===== config.mk =====
export PLATFORM = sky130hd
export DESIGN_NAME = freq_display
export DESIGN_NICKNAME = d
export VERILOG_FILES = /design/src/rtl/freq_display.sv
export SDC_FILE = /design/constraint.sdc
export NUM_CORES = 1
export LEC_CHECK = 0
export ABC_AREA = 1
export CAP_MARGIN = 15
export CORE_MARGIN = 1
export CORE_UTILIZATION = 33
export DETAILED_ROUTE_END_ITERATION = 8
export GPL_ROUTABILITY_DRIVEN = 0
export SYNTH_ARGS = -nofsm -noshare
export SYNTH_HDL_FRONTEND = slang
export SYNTH_SLANG_ARGS = --single-unit

===== constraint.sdc =====
create_clock -name clk -period 4.1 [get_ports clk]
set_clock_uncertainty 0.2 [all_clocks]
set_input_delay 1.23 -clock clk [delete_from_list [all_inputs] [get_ports clk]]
set_output_delay 1.23 -clock clk [all_outputs]
set_load 0.02 [all_outputs]

===== src/rtl/freq_display.sv =====
// freq_display: converts the frequency counter's 16-bit result to five BCD
// digits with a sequential shift-add-3 engine, then scans them onto a
// five-digit common-anode 7-segment display with optional leading-zero blanking.
module freq_display #(
  parameter int unsigned SCAN_DIV    = 10000,
  parameter bit          BLANK_ZEROS = 1'b1
) (
  input  logic        clk,
  input  logic        rst_n,
  input  logic [15:0] bin_in,
  output logic [19:0] bcd,
  output logic        busy,
  output logic [6:0]  seg,
  output logic [4:0]  an
);

  localparam logic [15:0] SCAN_LAST = 16'(SCAN_DIV - 1);

  typedef enum logic {IDLE, CONV} state_t;

  state_t      state_q;
  logic [15:0] last_val_q;
  // Upper 20 bits are the BCD scratch, lower 16 bits the binary shift register.
  logic [35:0] work_q;
  logic [35:0] work_d;
  logic [4:0]  it_q;
  logic [19:0] bcd_q;
  logic        busy_q;

  logic [15:0] scan_cnt_q;
  logic [2:0]  idx_q;
  logic [6:0]  seg_q;
  logic [4:0]  an_q;

  logic [19:0] nib_adj;
  logic [3:0]  digit [5];
  logic [4:0]  blank;

  // Per-nibble correction of the scratch, plus per-digit value and blank flag.
  for (genvar gi = 0; gi < 5; gi++) begin : g_digit
    assign nib_adj[gi*4 +: 4] = (work_q[16 + gi*4 +: 4] >= 4'd5)
                              ? work_q[16 + gi*4 +: 4] + 4'd3
                              : work_q[16 + gi*4 +: 4];
    assign digit[gi] = bcd_q[gi*4 +: 4];
    if (gi == 0) begin : g_units
      // The units digit is always lit so a zero reading still shows "0".
      assign blank[gi] = 1'b0;
    end else begin : g_upper
      assign blank[gi] = BLANK_ZEROS && (bcd_q[19:gi*4] == '0);
    end
  end

  // Correct first, then shift the whole scratch:binary pair left by one.
  assign work_d = {nib_adj, work_q[15:0]} << 1;

  // 7-segment decode, active-low {g,f,e,d,c,b,a}; non-decimal nibbles go dark.
  function automatic logic [6:0] decode(input logic [3:0] nib);
    logic [6:0] s;
    case (nib)
      4'd0:    s = 7'h40;
      4'd1:    s = 7'h79;
      4'd2:    s = 7'h24;
      4'd3:    s = 7'h30;
      4'd4:    s = 7'h19;
      4'd5:    s = 7'h12;
      4'd6:    s = 7'h02;
      4'd7:    s = 7'h78;
      4'd8:    s = 7'h00;
      4'd9:    s = 7'h10;
      default: s = 7'h7F;
    endcase
    return s;
  endfunction

  // Converter FSM: start on a new input value, run 16 shift-add-3 steps, latch result.
  always_ff @(posedge clk or negedge rst_n) begin
    if (!rst_n) begin
      state_q    <= IDLE;
      last_val_q <= '0;
      work_q     <= '0;
      it_q       <= '0;
      bcd_q      <= '0;
      busy_q     <= 1'b0;
    end else begin
      case (state_q)
        IDLE: begin
          if (bin_in != last_val_q) begin
            work_q     <= {20'd0, bin_in};
            it_q       <= '0;
            last_val_q <= bin_in;
            busy_q     <= 1'b1;
            state_q    <= CONV;
          end
        end
        CONV: begin
          work_q <= work_d;
          it_q   <= it_q + 5'd1;
          if (it_q == 5'd15) begin
            bcd_q   <= work_d[35:16];
            busy_q  <= 1'b0;
            state_q <= IDLE;
          end
        end
        default: state_q <= IDLE;
      endcase
    end
  end

  // Digit scan timer: hold each digit SCAN_DIV cycles, then move to the next.
  always_ff @(posedge clk or negedge rst_n) begin
    if (!rst_n) begin
      scan_cnt_q <= '0;
      idx_q      <= '0;
    end else if (scan_cnt_q == SCAN_LAST) begin
      scan_cnt_q <= '0;
      idx_q      <= (idx_q == 3'd4) ? 3'd0 : idx_q + 3'd1;
    end else begin
      scan_cnt_q <= scan_cnt_q + 16'd1;
    end
  end

  // Registered display drive from the latched BCD only, so no partial result shows.
  always_ff @(posedge clk or negedge rst_n) begin
    if (!rst_n) begin
      seg_q <= 7'h7F;
      an_q  <= 5'h1F;
    end else if (blank[idx_q]) begin
      seg_q <= 7'h7F;
      an_q  <= 5'h1F;
    end else begin
      seg_q <= decode(digit[idx_q]);
      an_q  <= ~(5'b00001 << idx_q);
    end
  end

  assign bcd  = bcd_q;
  assign busy = busy_q;
  assign seg  = seg_q;
  assign an   = an_q;

endmodule


# ---- After elaboration in Yosys (flattened, before gate mapping)
# Memories as Yosys holds them, arrays and structs flattened.
# Index checks and enable logic that the tools add are counted.
dict set report op_classes {
  n_addsub 8
  multipliers 0
  div 0
  magnitude_cmp 7
  eq_ne 6
  n_shift 1
  n_mux 24
  n_bitwise 3
  n_reduce_logical 7
}
# cell n
set ops {}
lappend ops {{36-bit one-hot mux with 2 select lines} 1}
lappend ops {{36-bit 2-to-1 mux} 1}
lappend ops {{4-bit 2-to-1 mux} 6}
lappend ops {{4-bit by 3-bit >= comparator with 1-bit output, second input constant} 5}
lappend ops {{16-bit by 1-bit adder with 16-bit output, second input constant} 1}
lappend ops {{4-bit by 2-bit adder with 4-bit output, second input constant} 4}
lappend ops {{16-bit by 14-bit equality test with 1-bit output, second input constant} 1}
lappend ops {{16-bit logical NOT} 1}
lappend ops {{16-bit 2-to-1 mux} 1}
lappend ops {{16-bit != test} 1}
lappend ops {{4-bit binary-select mux with 3-bit select} 1}
lappend ops {{12-bit logical NOT} 1}
lappend ops {{5-bit 2-to-1 mux} 2}
lappend ops {{5-bit one-hot mux with 2 select lines} 1}
lappend ops {{8-bit logical NOT} 1}
lappend ops {{7-bit 2-to-1 mux} 1}
lappend ops {{3-bit 2-to-1 mux} 2}
lappend ops {{2-bit AND reduction} 3}
lappend ops {{5-bit by 1-bit adder with 5-bit output, second input constant} 1}
lappend ops {{5-bit by 4-bit equality test with 1-bit output, second input constant} 1}
lappend ops {{1-bit 2-to-1 mux} 5}
lappend ops {{5-bit NOT} 1}
lappend ops {{1-bit by 3-bit left shift with 5-bit output, first input constant} 1}
lappend ops {{4-bit >= comparator, second input constant} 1}
lappend ops {{11 further kinds} 12}
dict set report word_totals {
  reg_bits 110
  latchBits 0
  ramBits 0
  mem_bits_ro 112
  inputBits 18
  out_inout_bits 33
  elab_cells 67
  memories 1
}
# memory depth word_bits rd rd_ports_with_merged_regs wr line_no
set mem_list {}
lappend mem_list {{(no name shown)} 16 7 1 0 0 59} ;# case (nib)

# ---- Logic depth before layout (Yosys ltp)
# An unclocked memory read counts as a cell.
dict set report depth {
  depth_word 6
  ltp_mapped 12
  depth_no_buf 11
}

# ---- Worst setup path after synthesis
# OpenSTA, ideal clock, no wires.
dict set report synth_timing {
  path_type {input to register}
  from {input port bin_in[2]}
  to {register work_q[2]}
  setup_ns 0.116
  arrival_time_ns 2.121
  required_ns 3.784
  setup_slack_ns 1.663
  cell_stages 11
  path_buffers 2
  path_cell_list {inv_1 > nand2_1 > nand2_1 > nor2_1 > nand2_1 > nor2_2 > nand3_2 > buf_6 > buf_6 > nand2_1 > nand2_1}
}
dict set report synth_between {
  elab_chain_cells 2
  elab_cells_between_ends 4
  classes_between {eq/ne (2); mux (2)}
}
# element line_no
set synth_lines {}
lappend synth_lines {{start: declaration} 10} ;# input logic [15:0] bin_in,
lappend synth_lines {{16-bit != test or 36-bit 2-to-1 mux (tied branches)} 87} ;# if (bin_in != last_val_q) begin
lappend synth_lines {{2-bit != test (no line) or 36-bit one-hot mux with 2 select lines (tied branches)} --}
lappend synth_lines {{end signal: assignment} 88} ;# work_q <= {20'd0, bin_in};
lappend synth_lines {{end signal: assignment} 96} ;# work_q <= work_d;
lappend synth_lines {{end: declaration} 24} ;# logic [35:0] work_q;
# Parallel ways exist; a longest one is shown, timed or not. The select of a mux whose other input is x is not followed.
# A chain may end at the register's enable or synchronous reset.

# ---- Final worst setup path
dict set report layout_timing {
  from {input port bin_in[3]}
  to {register work_q[33]}
}
dict set report layout_between {
  elab_chain_cells 2
}
# element line_no
set layout_lines {}
lappend layout_lines {{16-bit != test} 87}
lappend layout_lines {{2-bit != test (no line)} --}
# Every way passes these cells.

==> impl_metrics.py <==
metrics = {
    "cts": {
        "cts_setup_buffers": 0,
        "cts_root_buf": "clkbuf_16",
        "cts_resized": 0,
        "h-tree-depth": 3,
        "cts.clk_slew.worst_paths_ns": 0.08,
        "clockBufferDepth": 2,
        "cts_hold_buf": 0,
        "cts_tree": "yes",
        "cts_buffers": 9,
        "clock_sinks": 110,
        "insertion_delay_ns": 0.36,
    },
    "global_route": {
        "antenna_found_initial": 0,
        "grt_pass1_wl_um": 21700,
        "first_global_vias": 4602,
        "grt_max_degree": 62,
        "grt_usage_pct": 14.9,
        "overflow": 0,
    },
    "synthesis": {
        "synth_cell_types": 31,
        "netlist_instances": 755,
        "synthXorXnorAreaFrac_pct": 1.50,
        "synth_nets": 796,
        "syn_area_per_cell_um2": 7.71,
        "synthMuxAreaShare_pct": 0,
        "ys_top_cells_by_area": "dfrtp_1 (42%), nand2_1 (17%), inv_1 (6.3%), o21ai_0 (6.0%), dfstp_2 (5.4%)",
        "synth_warnings": 0,
        "synth_compound_area_share_pct": 9.56,
        "synth_simple_gate_area_share_pct": 27.7,
        "synth_top_area_share_pct": 42.1,
        "ys_ff_latch": 110,
        "ys_seq_area_share_pct": 47.5,
        "syn-cell-area_um2": 5820,
        "yosysTopAreaCell": "dfrtp_1",
        "synth_top_family_by_area": "simple AND/OR/NAND/NOR gates",
        "synth_fa_ha_area_share_pct": 4.94,
    },
    "sta": {
        "period_needed_ns": 3.06,
        "drv_slew": 0,
        "worst_slack_ns": 1.04,
        "fmax_mhz": 327,
        "setup-tns-final_ns": 0,
        "hold_ws_ns": 0.261,
        "setup_viol": 0,
        "hold_viol_final": 0,
        "worst_slew_pin_slew_ns": 0.806,
        "fin_crit_sh_pct": 74.6,
        "max_slew_margin_pct": 46.2,
        "grt_setup_unrepaired": "no",
    },
    "finish": {
        "diodes": 0,
        "layout-drive-gt1-share_pct": 7.20,
        "fillCellCount": 1788,
        "fin_area_um2": 6820,
        "final_util_pct": 39.6,
        "final_cell_mix": "nand2_1 (268), inv_1 (98), dfrtp_1 (98), o21ai_0 (70), nand3_1 (60)",
        "area_growth_pct": 17.1,
        "final_common_cell": "nand2_1",
        "final-instance-count-excl-fill": 1030,
        "fin_nets": 841,
    },
    "setup_path": {
        "cp_common_cell": "nand2_1",
        "cp-start-kind": "input pin",
        "path_buf_inv": 3,
        "path_class": "in -> reg",
        "path_cells": "clkdlybuf4s50_1, inv_1, nand2_1, nand2_1, nor2_1, nand2_1, nor2_2, nand3_2, buf_4, o21ai_0",
        "cp.arrival_ns": 3.12,
        "cp_max_fo": 30,
        "end_kind": "flip-flop",
        "slowest_stage": "clkdlybuf4s50_1",
        "cp_slowest_stage_delay_ns": 0.51,
        "cpLargestDelayFamily": "buffers and inverters",
        "cp.required_ns": 4.16,
    },
    "floorplanning": {
        "core_area_um2": 17200,
        "pin_count": 51,
        "die-area_um2": 18200,
        "dieWidth_um": 135,
        "num_rows": 48,
        "die_y_um": 135,
        "initial_core_util_pct": 33.8,
    },
    "placed_design": {
        "place_ws_ns": 0.638,
        "dp_hpwl_um": 8570,
        "port_buffers": 50,
        "placed_cells": 1014,
        "placed_cell_area_um2": 6530,
    },
    "detailed_routing": {
        "vias": 4703,
        "ant_nets": 0,
        "wl_um": 12300,
        "remaining_drc_errors": 0,
        "dr.pass1.iters": 4,
        "wl_per_cell_um": 11.9,
        "vias_per_cell": 4.57,
        "first_iter_violations": 172,
    },
    "run_status": {
        "outcome": "finished clean",
    },
    "power": {
        "leakage_nw": 3.52,
        "peakVddDrop_mv": 0.327,
        "total_power_mw": 4.66,
        "power_density_nw_per_um2": 683,
    },
    "hold_path": {
        "hp-class": "reg -> reg",
    },
    "flow_run": {
        "drv_cap": 0,
    },
}
## cell families (layout without fill, tap and decap cells)
family / after synthesis / in the layout
buf+inv: 124 / 174
fa+ha+maj: 23 / 23
flops: 110 / 110
simple gates: 391 / 391
xor+xnor: 10 / 10
compound gates: 97 / 97
## worst paths after layout
check	startpoint	to	slack [ns]	cells past startpoint
worst max-delay path	bin_in[3]	work_q[33]	1.04	10
worst min-delay path	scan_cnt_q[0]	scan_cnt_q[0]	0.26	1
worst max register to register	it_q[0]	bcd[3]	1.43	8
worst min register to register	scan_cnt_q[0]	scan_cnt_q[0]	0.26	1
max in group asynchronous	rst_n	it_q[1]	2.25	2
min in group asynchronous	rst_n	bcd[7]	0.69	1
## flip-flops by register name (all words and copies together) (netlist names)
register	cells
work_q	36
bcd	20
last_val_q	16
scan_cnt_q	16
seg	7
an	5
it_q	5
idx_q	3
busy	1
state_q	1
## cell type report
type / count / area (um^2) / share of cell area, %
Timing Repair Buffer: 55 / 548 / 8.04
Inverter: 103 / 387 / 5.67
Tap cell: 225 / 282 / 4.13
Multi-Input combinational cell: 521 / 2550 / 37.4
Clock buffer: 10 / 239 / 3.50
Clock inverter: 6 / 50.0 / 0.734
Sequential cell: 110 / 2770 / 40.6
## worst reg2reg max path, delay by kind of cell (launching register included)
| kind | cells | cell delay [ns] |
|---|---|---|
| AND/OR/NAND/NOR | 4 | 0.77 |
| buffers and inverters | 1 | 0.76 |
| adder cells (fa/ha/maj) | 2 | 0.34 |
| AO/OA/AOI/OAI | 1 | 0.14 |
| flip-flops | 1 | 0.37 |
## power by group
part,internal (mW),total [mW],switching (mW)
Sequential,1.51,1.81,0.294
Clock,0.440,0.866,0.426
Combinational,0.847,1.99,1.14
## layer usage
layer	GRT usage (%)	routed length (um)	up-vias
li1	-	-	2453
met2	24.4	5570	64
met5	0	0	-
met1	20.1	6330	2173
met4	3.87	116	0
met3	2.74	272	13
## synth_stat cells, drive strengths merged
cell type  instances
nand2            270
inv              103
dfrtp             98
o21ai             74
nand3             61
nor2              39
ha                23
dfstp             12
a21oi             11
clkbuf            11
buf               10
xor2              10
or2                7
o21bai             6
nand4              4
nor4               4
a21boi             3
nor3               3
nand3b             2
o31ai              2
and3               1
o21a               1
No activity file was read; power rests on OpenSTA's default activity.
